`config.mk`:
```
export PLATFORM = sky130hd
export DESIGN_NAME = frame_sched_flat
export DESIGN_NICKNAME = d
export VERILOG_FILES = /design/src/rtl/frame_sched_pkg.sv /design/src/rtl/frame_sched_if.sv /design/src/rtl/frame_sched_refresh_timer.sv /design/src/rtl/frame_sched.sv /design/src/flat_wrapper.sv
export SDC_FILE = /design/constraint.sdc
export NUM_CORES = 1
export LEC_CHECK = 0
export ABC_CLOCK_PERIOD_IN_PS = 5900
export CORE_ASPECT_RATIO = 1.1
export CORE_MARGIN = 2
export CORE_UTILIZATION = 50
export CTS_BUF_LIST = sky130_fd_sc_hd__clkbuf_8
export DETAILED_ROUTE_END_ITERATION = 10
export GPL_TIMING_DRIVEN = 0
export HOLD_SLACK_MARGIN = 0.15
export PLACE_DENSITY = 0.76
export REMOVE_ABC_BUFFERS = 1
export SYNTH_ARGS = -nofsm -noshare
export SYNTH_HDL_FRONTEND = slang
export SYNTH_SLANG_ARGS = --single-unit
```
`constraint.sdc`:
```
create_clock -name clk_in -period 5.9 [get_ports clk_in]
set_input_delay 1.475 -clock clk_in [delete_from_list [all_inputs] [get_ports clk_in]]
set_output_delay 1.475 -clock clk_in [all_outputs]
set_load 0.02 [all_outputs]
```
`src/rtl/frame_sched_pkg.sv`:
```
// Shared types and constants for the frame scheduler and its refresh timer.
package frame_sched_pkg;

  typedef enum logic [1:0] {
    IDLE,
    START,
    RUN,
    DONE
  } sched_state_t;

  localparam int GUARD_CYCLES = 2;
  localparam int DEF_CH_NUM   = 8;
  localparam int DEF_TMR_W    = 24;
  localparam int DEF_CNT_W    = 16;

endpackage

```
`src/rtl/frame_sched_if.sv`:
```
// Host/channel-facing signal bundle of the frame scheduler.
interface frame_sched_if
  import frame_sched_pkg::*;
#(
  parameter int CH_NUM = DEF_CH_NUM,
  parameter int TMR_W  = DEF_TMR_W,
  parameter int CNT_W  = DEF_CNT_W
);

  logic              frame_rdy_in;
  logic [CH_NUM-1:0] ch_en_in;
  logic [CH_NUM-1:0] ch_busy_in;
  logic              refresh_en_in;
  logic [TMR_W-1:0]  refresh_period_in;
  logic [TMR_W-1:0]  timeout_in;
  logic [CH_NUM-1:0] ch_start_out;
  logic              busy_out;
  logic              frame_done_out;
  logic              frame_drop_out;
  logic              timeout_out;
  logic [CNT_W-1:0]  frame_cnt_out;

  modport master (
    output frame_rdy_in, ch_en_in, ch_busy_in, refresh_en_in, refresh_period_in, timeout_in,
    input  ch_start_out, busy_out, frame_done_out, frame_drop_out, timeout_out, frame_cnt_out
  );

  modport slave (
    input  frame_rdy_in, ch_en_in, ch_busy_in, refresh_en_in, refresh_period_in, timeout_in,
    output ch_start_out, busy_out, frame_done_out, frame_drop_out, timeout_out, frame_cnt_out
  );

endinterface

```
`src/rtl/frame_sched_refresh_timer.sv`:
```
// Free-running auto-refresh counter; ticks when it reaches period-1, then restarts.
module refresh_timer #(
  parameter int TMR_W = 24
) (
  input  logic             clk_in,
  input  logic             rst_in,
  input  logic             i_refreshEn,
  input  logic [TMR_W-1:0] i_period,
  input  logic             i_clear,
  output logic             o_tick
);

  logic [TMR_W-1:0] r_count;

  // Equality compare only, so a period shrunk below the count wraps through max.
  assign o_tick = i_refreshEn && (i_period != '0) && (r_count == i_period - 1'b1);

  always_ff @(posedge clk_in) begin
    if (rst_in) begin
      r_count <= '0;
    end else if (o_tick || i_clear) begin
      r_count <= '0;
    end else begin
      r_count <= r_count + 1'b1;
    end
  end

endmodule

```
`src/rtl/frame_sched.sv`:
```
// Frame scheduler: turns host commits and auto-refresh ticks into per-channel
// start pulses, tracks completion, queues one frame and watches for stuck channels.
module frame_sched
  import frame_sched_pkg::*;
#(
  parameter int CH_NUM = DEF_CH_NUM,
  parameter int TMR_W  = DEF_TMR_W,
  parameter int CNT_W  = DEF_CNT_W
) (
  input  logic         clk_in,
  input  logic         rst_in,
  frame_sched_if.slave bus
);

  sched_state_t      r_state, w_nextState;
  logic [CH_NUM-1:0] r_mask, w_nextMask;
  logic              r_pending, w_nextPending;
  logic [1:0]        r_guard, w_nextGuard;
  logic [TMR_W-1:0]  r_wdog, w_nextWdog;
  logic [CH_NUM-1:0] r_chStart, w_chStart;
  logic              r_busy, r_done, r_drop, r_timeout;
  logic              w_done, w_drop, w_timeout;
  logic [CNT_W-1:0]  r_frameCnt;
  logic              w_clearTimer, w_refreshTick;

  refresh_timer #(.TMR_W(TMR_W)) u_refreshTimer (
    .clk_in      (clk_in),
    .rst_in      (rst_in),
    .i_refreshEn (bus.refresh_en_in),
    .i_period    (bus.refresh_period_in),
    .i_clear     (w_clearTimer),
    .o_tick      (w_refreshTick)
  );

  always_comb begin
    w_nextState   = r_state;
    w_nextMask    = r_mask;
    w_nextPending = r_pending;
    w_nextGuard   = r_guard;
    w_nextWdog    = r_wdog;
    w_chStart     = '0;
    w_done        = 1'b0;
    w_drop        = 1'b0;
    w_timeout     = 1'b0;
    w_clearTimer  = 1'b0;

    if (r_state != IDLE && bus.frame_rdy_in) begin
      if (r_pending) w_drop = 1'b1;
      else           w_nextPending = 1'b1;
    end

    unique case (r_state)
      IDLE: begin
        if (r_pending || bus.frame_rdy_in || w_refreshTick) begin
          // A commit arriving while the queued frame launches becomes the new queued frame.
          w_nextPending = r_pending & bus.frame_rdy_in;
          w_nextMask    = bus.ch_en_in;
          w_chStart     = bus.ch_en_in;
          w_clearTimer  = 1'b1;
          w_nextState   = START;
        end
      end
      START: begin
        if (r_mask == '0) begin
          w_done      = 1'b1;
          w_nextState = DONE;
        end else begin
          w_nextGuard = 2'(GUARD_CYCLES);
          w_nextWdog  = '0;
          w_nextState = RUN;
        end
      end
      RUN: begin
        if (r_guard != '0) w_nextGuard = r_guard - 1'b1;
        if (r_wdog != '1)  w_nextWdog  = r_wdog + 1'b1;
        // Busy is only trusted once the guard has covered the serializers' rise latency.
        if (r_guard == '0 && (bus.ch_busy_in & r_mask) == '0) begin
          w_done      = 1'b1;
          w_nextState = DONE;
        end else if (bus.timeout_in != '0 && r_wdog == bus.timeout_in - 1'b1) begin
          w_timeout   = 1'b1;
          w_done      = 1'b1;
          w_nextState = DONE;
        end
      end
      DONE: begin
        w_nextState = IDLE;
      end
      default: begin
        w_nextState = IDLE;
      end
    endcase
  end

  always_ff @(posedge clk_in) begin
    if (rst_in) begin
      r_state    <= IDLE;
      r_mask     <= '0;
      r_pending  <= 1'b0;
      r_guard    <= '0;
      r_wdog     <= '0;
      r_chStart  <= '0;
      r_busy     <= 1'b0;
      r_done     <= 1'b0;
      r_drop     <= 1'b0;
      r_timeout  <= 1'b0;
      r_frameCnt <= '0;
    end else begin
      r_state    <= w_nextState;
      r_mask     <= w_nextMask;
      r_pending  <= w_nextPending;
      r_guard    <= w_nextGuard;
      r_wdog     <= w_nextWdog;
      r_chStart  <= w_chStart;
      r_busy     <= (w_nextState != IDLE);
      r_done     <= w_done;
      r_drop     <= w_drop;
      r_timeout  <= w_timeout;
      if (w_done) r_frameCnt <= r_frameCnt + 1'b1;
    end
  end

  assign bus.ch_start_out   = r_chStart;
  assign bus.busy_out       = r_busy;
  assign bus.frame_done_out = r_done;
  assign bus.frame_drop_out = r_drop;
  assign bus.timeout_out    = r_timeout;
  assign bus.frame_cnt_out  = r_frameCnt;

endmodule

```
`src/flat_wrapper.sv`:
```
// flat-port wrapper written by rule: the top's interface ports become plain ports
module frame_sched_flat import frame_sched_pkg::*;
#(
  parameter int CH_NUM = DEF_CH_NUM,
  parameter int TMR_W  = DEF_TMR_W,
  parameter int CNT_W  = DEF_CNT_W
)
  (clk_in, rst_in, bus_frame_rdy_in, bus_ch_en_in, bus_ch_busy_in, bus_refresh_en_in, bus_refresh_period_in, bus_timeout_in, bus_ch_start_out, bus_busy_out, bus_frame_done_out, bus_frame_drop_out, bus_timeout_out, bus_frame_cnt_out);
  frame_sched_if #(.CH_NUM(CH_NUM), .TMR_W(TMR_W), .CNT_W(CNT_W)) bus_i ();
  input  logic clk_in;
  input  logic rst_in;
  input wire logic [$bits(bus_i.frame_rdy_in)-1:0] bus_frame_rdy_in;
  input wire logic [$bits(bus_i.ch_en_in)-1:0] bus_ch_en_in;
  input wire logic [$bits(bus_i.ch_busy_in)-1:0] bus_ch_busy_in;
  input wire logic [$bits(bus_i.refresh_en_in)-1:0] bus_refresh_en_in;
  input wire logic [$bits(bus_i.refresh_period_in)-1:0] bus_refresh_period_in;
  input wire logic [$bits(bus_i.timeout_in)-1:0] bus_timeout_in;
  output wire logic [$bits(bus_i.ch_start_out)-1:0] bus_ch_start_out;
  output wire logic [$bits(bus_i.busy_out)-1:0] bus_busy_out;
  output wire logic [$bits(bus_i.frame_done_out)-1:0] bus_frame_done_out;
  output wire logic [$bits(bus_i.frame_drop_out)-1:0] bus_frame_drop_out;
  output wire logic [$bits(bus_i.timeout_out)-1:0] bus_timeout_out;
  output wire logic [$bits(bus_i.frame_cnt_out)-1:0] bus_frame_cnt_out;
  assign bus_i.frame_rdy_in = bus_frame_rdy_in;
  assign bus_i.ch_en_in = bus_ch_en_in;
  assign bus_i.ch_busy_in = bus_ch_busy_in;
  assign bus_i.refresh_en_in = bus_refresh_en_in;
  assign bus_i.refresh_period_in = bus_refresh_period_in;
  assign bus_i.timeout_in = bus_timeout_in;
  assign bus_ch_start_out = bus_i.ch_start_out;
  assign bus_busy_out = bus_i.busy_out;
  assign bus_frame_done_out = bus_i.frame_done_out;
  assign bus_frame_drop_out = bus_i.frame_drop_out;
  assign bus_timeout_out = bus_i.timeout_out;
  assign bus_frame_cnt_out = bus_i.frame_cnt_out;
  frame_sched #(.CH_NUM(CH_NUM), .TMR_W(TMR_W), .CNT_W(CNT_W)) u_core (.clk_in(clk_in), .rst_in(rst_in), .bus(bus_i));
endmodule
```
==> results of run 1 <==
-- worst max path at each step --
stage                                               to  cells after the start
after detailed placement  u_core.bus.frame_cnt_out[15]                      9
after global placement    u_core.bus.frame_cnt_out[15]                      9
after global routing        u_core.bus.ch_start_out[4]                     11
after floorplan                      u_core.r_state[0]                     10
final                       u_core.bus.ch_start_out[4]                     11
after CTS                 u_core.bus.frame_cnt_out[15]                      9
-- stage by stage --
stage          hold WS, ps  setup slack (ps)  cell area [sq um]  power (W)
2_1_floorplan        455.0              1701               5573  0.0009831
4_1_cts              498.2              1004               6900   0.001589
6_report             497.1             982.3               6900   0.001574
3_5_place_dp         485.8             630.5               6706   0.001169
3_3_place_gp         480.1             719.9               6708   0.001150
5_1_grt              515.3             688.7               6900   0.001676
-- layout make-up --
type / instances / area (sq um) / share of cell area
timing repair buffer: 95 / 945.9 / 0.1371
inverter: 25 / 93.84 / 0.01360
tap: 147 / 183.9 / 0.02665
multi-input combinational: 565 / 3701 / 0.5364
clock inverter: 5 / 56.30 / 0.008160
sequential: 89 / 1782 / 0.2582
clock buffer: 10 / 137.6 / 0.01995
-- per-layer routing --
metal  up-vias  wire, um
li1       2722         -
met1      2486      6184
met2       145      6697
met3        34       699
met4         0       357
met5         -         0
-- state kept, by name, indices dropped and copies added, names as in the netlist, 2 cells and up --
| name | flops |
|---|---|
| u_core.r_mask | 8 |
| u_core.r_wdog | 24 |
| u_core.bus.ch_start_out | 8 |
| u_core.u_refreshTimer.r_count | 24 |
| u_core.bus.frame_cnt_out | 16 |
| u_core.r_guard | 2 |
| u_core.r_state | 2 |
-- placed cells by master, fill, tap and decap left out, types with 3 or more instances in the layout --
| cell type | count |
|---|---|
| a211oi_1 | 4 |
| a21oi_1 | 34 |
| a31oi_1 | 6 |
| and3_1 | 14 |
| and4_1 | 10 |
| clkbuf_8 | 10 |
| clkdlybuf4s50_1 | 94 |
| dfxtp_1 | 89 |
| ha_1 | 9 |
| inv_1 | 26 |
| mux2_2 | 8 |
| mux2i_1 | 3 |
| nand2_1 | 44 |
| nand2b_1 | 5 |
| nand3_1 | 39 |
| nand3b_1 | 4 |
| nand4_1 | 15 |
| nand4b_1 | 3 |
| nor2_1 | 91 |
| nor2b_1 | 15 |
| nor3_1 | 21 |
| nor3b_1 | 13 |
| nor4_1 | 13 |
| nor4_2 | 3 |
| nor4b_1 | 4 |
| o211ai_1 | 6 |
| o21a_1 | 3 |
| o21ai_0 | 25 |
| o22ai_1 | 4 |
| o31a_1 | 5 |
| o31ai_1 | 9 |
| or3_1 | 9 |
| or3b_2 | 3 |
| or4_1 | 13 |
| xnor2_1 | 60 |
| xor2_1 | 30 |
-- power groups by stage --
stage	Sequential [W]	Clock, W	Combinational [W]
2_1_floorplan	0.000699	0	0.000284
3_3_place_gp	0.000687	0	0.000463
3_5_place_dp	0.000689	0	0.000480
4_1_cts	0.000675	0.000431	0.000483
5_1_grt	0.000680	0.000457	0.000538
6_report	0.000675	0.000418	0.000481
-- tightest hold or removal path, cell delays in order (launching register included) --
cell,delay [ps]
dfxtp_1,330
o21ai_0,70
a21oi_1,60
-- logic make-up (layout without fill, tap and decap cells) --
family                   after synthesis  in the layout  synth area share
multiplexers                          11             11           0.02113
flip-flops                            89             89            0.3134
XOR/XNOR                              90             90            0.1386
buffers and inverters                 50            135           0.03631
adder cells (fa/ha/maj)                9              9           0.01981
AO/OA/AOI/OAI                        122            122            0.1459
AND/OR/NAND/NOR                      333            333            0.3248
==> run metrics, run 1 <==
area leader, netlist dfxtp_1; Pre-antenna DRT Iters 5; Inst Count DP about 920; synthesized area between 5000 and 6000 sq um; flip-flop and latch count after synthesis ~90; WP buf/inv 2; CP max FO 9; worst endpoint required time slightly above 6000 ps; final worst path period need between 4000 and 5000 ps; Setup Skew ~12 ps; final antenna-violating net count 0; routability cong. slightly below 0.9; M1 GR Usage 0.2850; Core Area ~11000 sq um; Top delay family on crit path simple AND/OR/NAND/NOR gates; critical path launch point bus_refresh_period_in[0]; post-CTS resize count 0; Hold Path Sink u_core.r_mask[0]; pins over their slew limit 0; DR vias between 5000 and 6000; Hold Crit Class reg -> reg; Fin. Hold Viols 0; fmax 0.2033 GHz; total global-route track usage 0.2318; GR met2 Demand/Resource 0.4030; # IOs 96; Clk pwr share 0.266; Max-Cap Viols 0; data arrival time of the critical path about 5200 ps; number of global-route vias before repair 5199; NetSw between 0.0005 and 0.0006 W; final setup violation count 0; Root Driver clkbuf_8; busiest grt layer met2; clk_lat worst skew roughly 370 ps; Seq/Total Area, Yosys 0.3134; total grt overflow 0; sw frac 0.3409; cell count after synthesis 704; residual DRC count 0; ANT cells 0; result of the run finished clean; Clock Sinks around 90; Reg2Reg Depth 9; share of synthesized registers carrying an async set or reset 0; worst hold start u_core.r_mask[0]; RR Endpoint u_core.bus.frame_cnt_out[15]; port buffer count 95; crit-path max cell delay roughly 600 ps; largest cells by area after synthesis dfxtp_1 31%, xnor2_1 9.2%, nor2_1 6.0%, xor2_1 4.6%, nand3_1 3.4%; Tcrit/Tclk final 0.8335; Main synth FF type dfxtp_1; Slew HR 0.3809; CP Launch Type input pin; initial antenna violation count 0; CP max stage cell or4b_1; H-tree levels 3; vias per cell approximately 5.8; Combinational Power Share 0.306; post-synth top area share 0.3134; WS Path Type in -> reg; share of layout cells above drive strength 1 0.05450; worst hold stages 2; chip height 115.8 um; clock buffer depth 2; RSZ-0062 raised after global routing no; most frequent cell after synthesis nor2_1; largest net degree at the start of global routing 54; num rows 40; fillers ~1000; nets around 860; first-pass GRT wire length between 20000 and 25000 um; Layout area overhead 21.37%; mean post-synth cell area about 8 sq um; GR Layer Usage met3 0.04443; hpwl dp 10570 um; Flop pwr share 0.429; CP endpoint kind flip-flop; Die Area 12240 sq um; Core Util, Final 0.6267; Worst VDD drop 0.1771 mV; Pwr Density 228.1 nW/um^2; Worst R2R Setup Slack ~2600 ps; worst r2r src u_core.r_state[0]; CTS tree yes; crit path cell chain clkdlybuf4s50_1 -> inv_1 -> ha_1 -> nor2b_1 -> nand4_1 -> or4b_1 -> a222oi_1 -> nand4_1 -> o21ai_2 -> nand2_1 -> nor3b_1; Yosys Warn Count 0; setup tns final 0 ps; Crit path top cell by count nand4_1; Final Non-Filler Cells ~940; # hold bufs at CTS 0; leakage power between 2 and 2.5 nW; WL per Instance 14.89 um; final wirelength 13940 um; Die X around 110 um; P_int 0.001037 W; Post-synth top cells 91 x nor2_1, 89 x dfxtp_1, 60 x xnor2_1; Slew @ Worst Pin between 900 and 1000 ps; Post-synth EDFFs 0; Clock transition at path regs approximately 90 ps; Post-CTS Setup Inserts 0; CTS Buf Count 9; Initial Utilization 0.5164; 1st-iter DRT viols approximately 320; post-synth cell types around 70
Power figures use the tool's default switching activity.
==> run 2, diff against run 1 <==
- ABC_CLOCK_PERIOD_IN_PS: 5900 -> 4550
- clock period: 5.9 -> 4.55 ns (I/O delays scaled with it)
==> run 2 against run 1 <==
Against the previous run:
- global-route usage about the same
- final area up 1.4%
- die area unchanged
- cell count up 0.85%
- hold slack better by 1.4 ps
- utilization up 0.89 points
- non-clock buffer count up 7
- sequential share of layout area down 0.36 points
- critical path type unchanged
- largest cell class unchanged
==> run metrics, run 2 (synthesized netlist as in run 1, its figures left out) <==
clk_lat worst skew 370 ps (about the same); CTS Buf Count 9 (unchanged); Reg2Reg Depth 9 (unchanged); hpwl dp 10570 um (unchanged); Slew HR 0.3592 (was 0.3809); clock buffer depth 2 (unchanged); Core Util, Final 0.6356 (was 0.6267); total grt overflow 0 (unchanged); num rows 40 (unchanged); chip height 115.8 um (unchanged); Hold Path Sink u_core.r_mask[0] (unchanged); final worst path period need around 4400 ps; crit path cell chain clkdlybuf4s50_1 -> inv_1 -> ha_2 -> or3b_2 -> or4_1 -> nand3_1 -> o22ai_1 -> or4_1 -> o21a_1 -> mux2_2 -> a221oi_2 (was clkdlybuf4s50_1 -> inv_1 -> ha_1 -> nor2b_1 -> nand4_1 -> or4b_1 -> a222oi_1 -> nand4_1 -> o21ai_2 -> nand2_1 -> nor3b_1); 1st-iter DRT viols 327 (was 322); Die Area 12240 sq um (unchanged); final antenna-violating net count 0 (unchanged); port buffer count 95 (unchanged); # IOs 96 (unchanged); Pre-antenna DRT Iters 4 (was 5); setup tns final 0 ps (unchanged); Crit path top cell by count or4_1 (was nand4_1); initial antenna violation count 0 (unchanged); WL per Instance 15.37 um (was 14.89 um); crit-path max cell delay 590 ps (was 600 ps); Initial Utilization 0.5164 (unchanged); Top delay family on crit path simple AND/OR/NAND/NOR gates (unchanged); CP endpoint kind flip-flop (unchanged); Core Area 11010 sq um (unchanged); # hold bufs at CTS 0 (unchanged); CP max stage cell or4_1 (was or4b_1); routability cong. 0.8694 (unchanged); WS Path Type in -> reg (unchanged); leakage power 2.263 nW (was 2.221 nW); CP Launch Type input pin (unchanged); worst endpoint required time 4830 ps (was 6170 ps); CP max FO 9 (unchanged); Fin Hold WS 498.5 ps (was 497.1 ps); Max-Cap Viols 0 (unchanged); Layout area overhead 23.09% (was 21.37%); Fin. Hold Viols 0 (unchanged); Tcrit/Tclk final 0.9707; final setup violation count 0 (unchanged); worst r2r src u_core.r_state[0] (unchanged); worst hold stages 2 (unchanged); CTS tree yes (unchanged); worst hold start u_core.r_mask[0] (unchanged); Worst VDD drop 0.2281 mV (was 0.1771 mV); WP buf/inv 2 (unchanged); residual DRC count 0 (unchanged); nets 870 (was 862); ANT cells 0 (unchanged); share of layout cells above drive strength 1 0.06901 (was 0.05450); Worst R2R Setup Slack 1240 ps (was 2570 ps); Hold Crit Class reg -> reg (unchanged); data arrival time of the critical path 4700 ps (was 5190 ps); result of the run finished clean (unchanged); fmax between 0.2 and 0.25 GHz; total global-route track usage 0.2322 (was 0.2318); Slew @ Worst Pin 961.2 ps (was 928.7 ps); Setup Skew 13.09 ps (was 12.40 ps); first-pass GRT wire length 23520 um (was 23510 um); final wirelength 14510 um (was 13940 um); Root Driver clkbuf_8 (unchanged); Clock Sinks 89 (unchanged); number of global-route vias before repair 5200 (was 5199); Clock transition at path regs 90 ps (about the same); Die X 105.7 um (unchanged); pins over their slew limit 0 (unchanged); H-tree levels 3 (unchanged); commonest non-fill, non-tap cell in the layout clkdlybuf4s50_1 (unchanged); DR vias 5440 (was 5387); most frequent cells in the layout 94 x clkdlybuf4s50_1, 91 x nor2_1, 89 x dfxtp_1, 60 x xnor2_1, 43 x nand2_1 (was 94 x clkdlybuf4s50_1, 91 x nor2_1, 89 x dfxtp_1, 60 x xnor2_1, 44 x nand2_1); largest net degree at the start of global routing 54 (unchanged); Pwr Density 294.6 nW/um^2 (was 228.1 nW/um^2); RR Endpoint u_core.bus.frame_cnt_out[15] (unchanged); vias per cell 5.763 (was 5.755)
[run 2: cell count changes in the layout (fill, tap and decap cells not counted), sizes merged]
cell / delta
a31oi: +1
buf: +7
[run 2: repair_timing]
action,4_1_cts,5_1_grt
cloned,0,1
pin swaps,1,5
gates resized for setup,0,6
buffers inserted,0,7
endpoints found under the setup margin,1,56
[run 2: stage by stage]
step	power, W	instances	worst slack, ps	area (sq um)
floorplan	0.001275	679	688.1	5573
global placement	0.001492	921	-292.6	6708
detailed placement	0.001516	921	-382.0	6706
CTS	0.002060	936	19.84	6900
global route	0.002191	944	-14.59	6998
finish	0.002062	944	133.3	6998
[run 2: cell type report]
type	count	area [sq um]
tap	147	183.9
clock inverter	5	56.30
clock buffer	10	137.6
inverter	25	93.84
multi-input combinational	566	3746
timing repair buffer	102	998.5
sequential	89	1782
fill	975	4013
[run 2: worst register-to-register path: stages, from the launching register on]
cell	delay [ps]
dfxtp_1	320
inv_1	130
ha_1	400
nand3_1	160
nor4_1	330
or4bb_1	570
nor4_4	320
a31oi_4	250
nor4b_2	350
mux2_2	360
[run 2: metal layers]
layer | global-route usage | vias up | share of wire
li1 | - | 2733 | -
met1 | 0.2861 | 2546 | 0.45
met2 | 0.4030 | 131 | 0.48
met3 | 0.04443 | 30 | 0.046
met4 | 0.09123 | 0 | 0.023
met5 | 0 | - | 0
[run 2: worst max-delay path by stage]
stage | startpoint | end | slack (ps) | cells after the start
2_1_floorplan | bus_refresh_period_in[0] | u_core.r_state[0] | 690 | 10
3_3_place_gp | bus_timeout_in[2] | u_core.bus.frame_cnt_out[15] | -290 | 9
3_5_place_dp | bus_timeout_in[2] | u_core.bus.frame_cnt_out[15] | -380 | 9
4_1_cts | bus_timeout_in[3] | u_core.bus.frame_cnt_out[15] | 20 | 9
5_1_grt | bus_timeout_in[0] | u_core.bus.frame_cnt_out[0] | -10 | 11
6_report | bus_refresh_period_in[0] | u_core.r_state[0] | 130 | 11
[run 2: report_power, final]
part           leakage, nW  switching (W)  internal [W]
logic                 1.44       0.000394      0.000249
clock network        0.104       0.000277      0.000266
registers            0.720      0.0000389      0.000836
total                 2.26       0.000711       0.00135
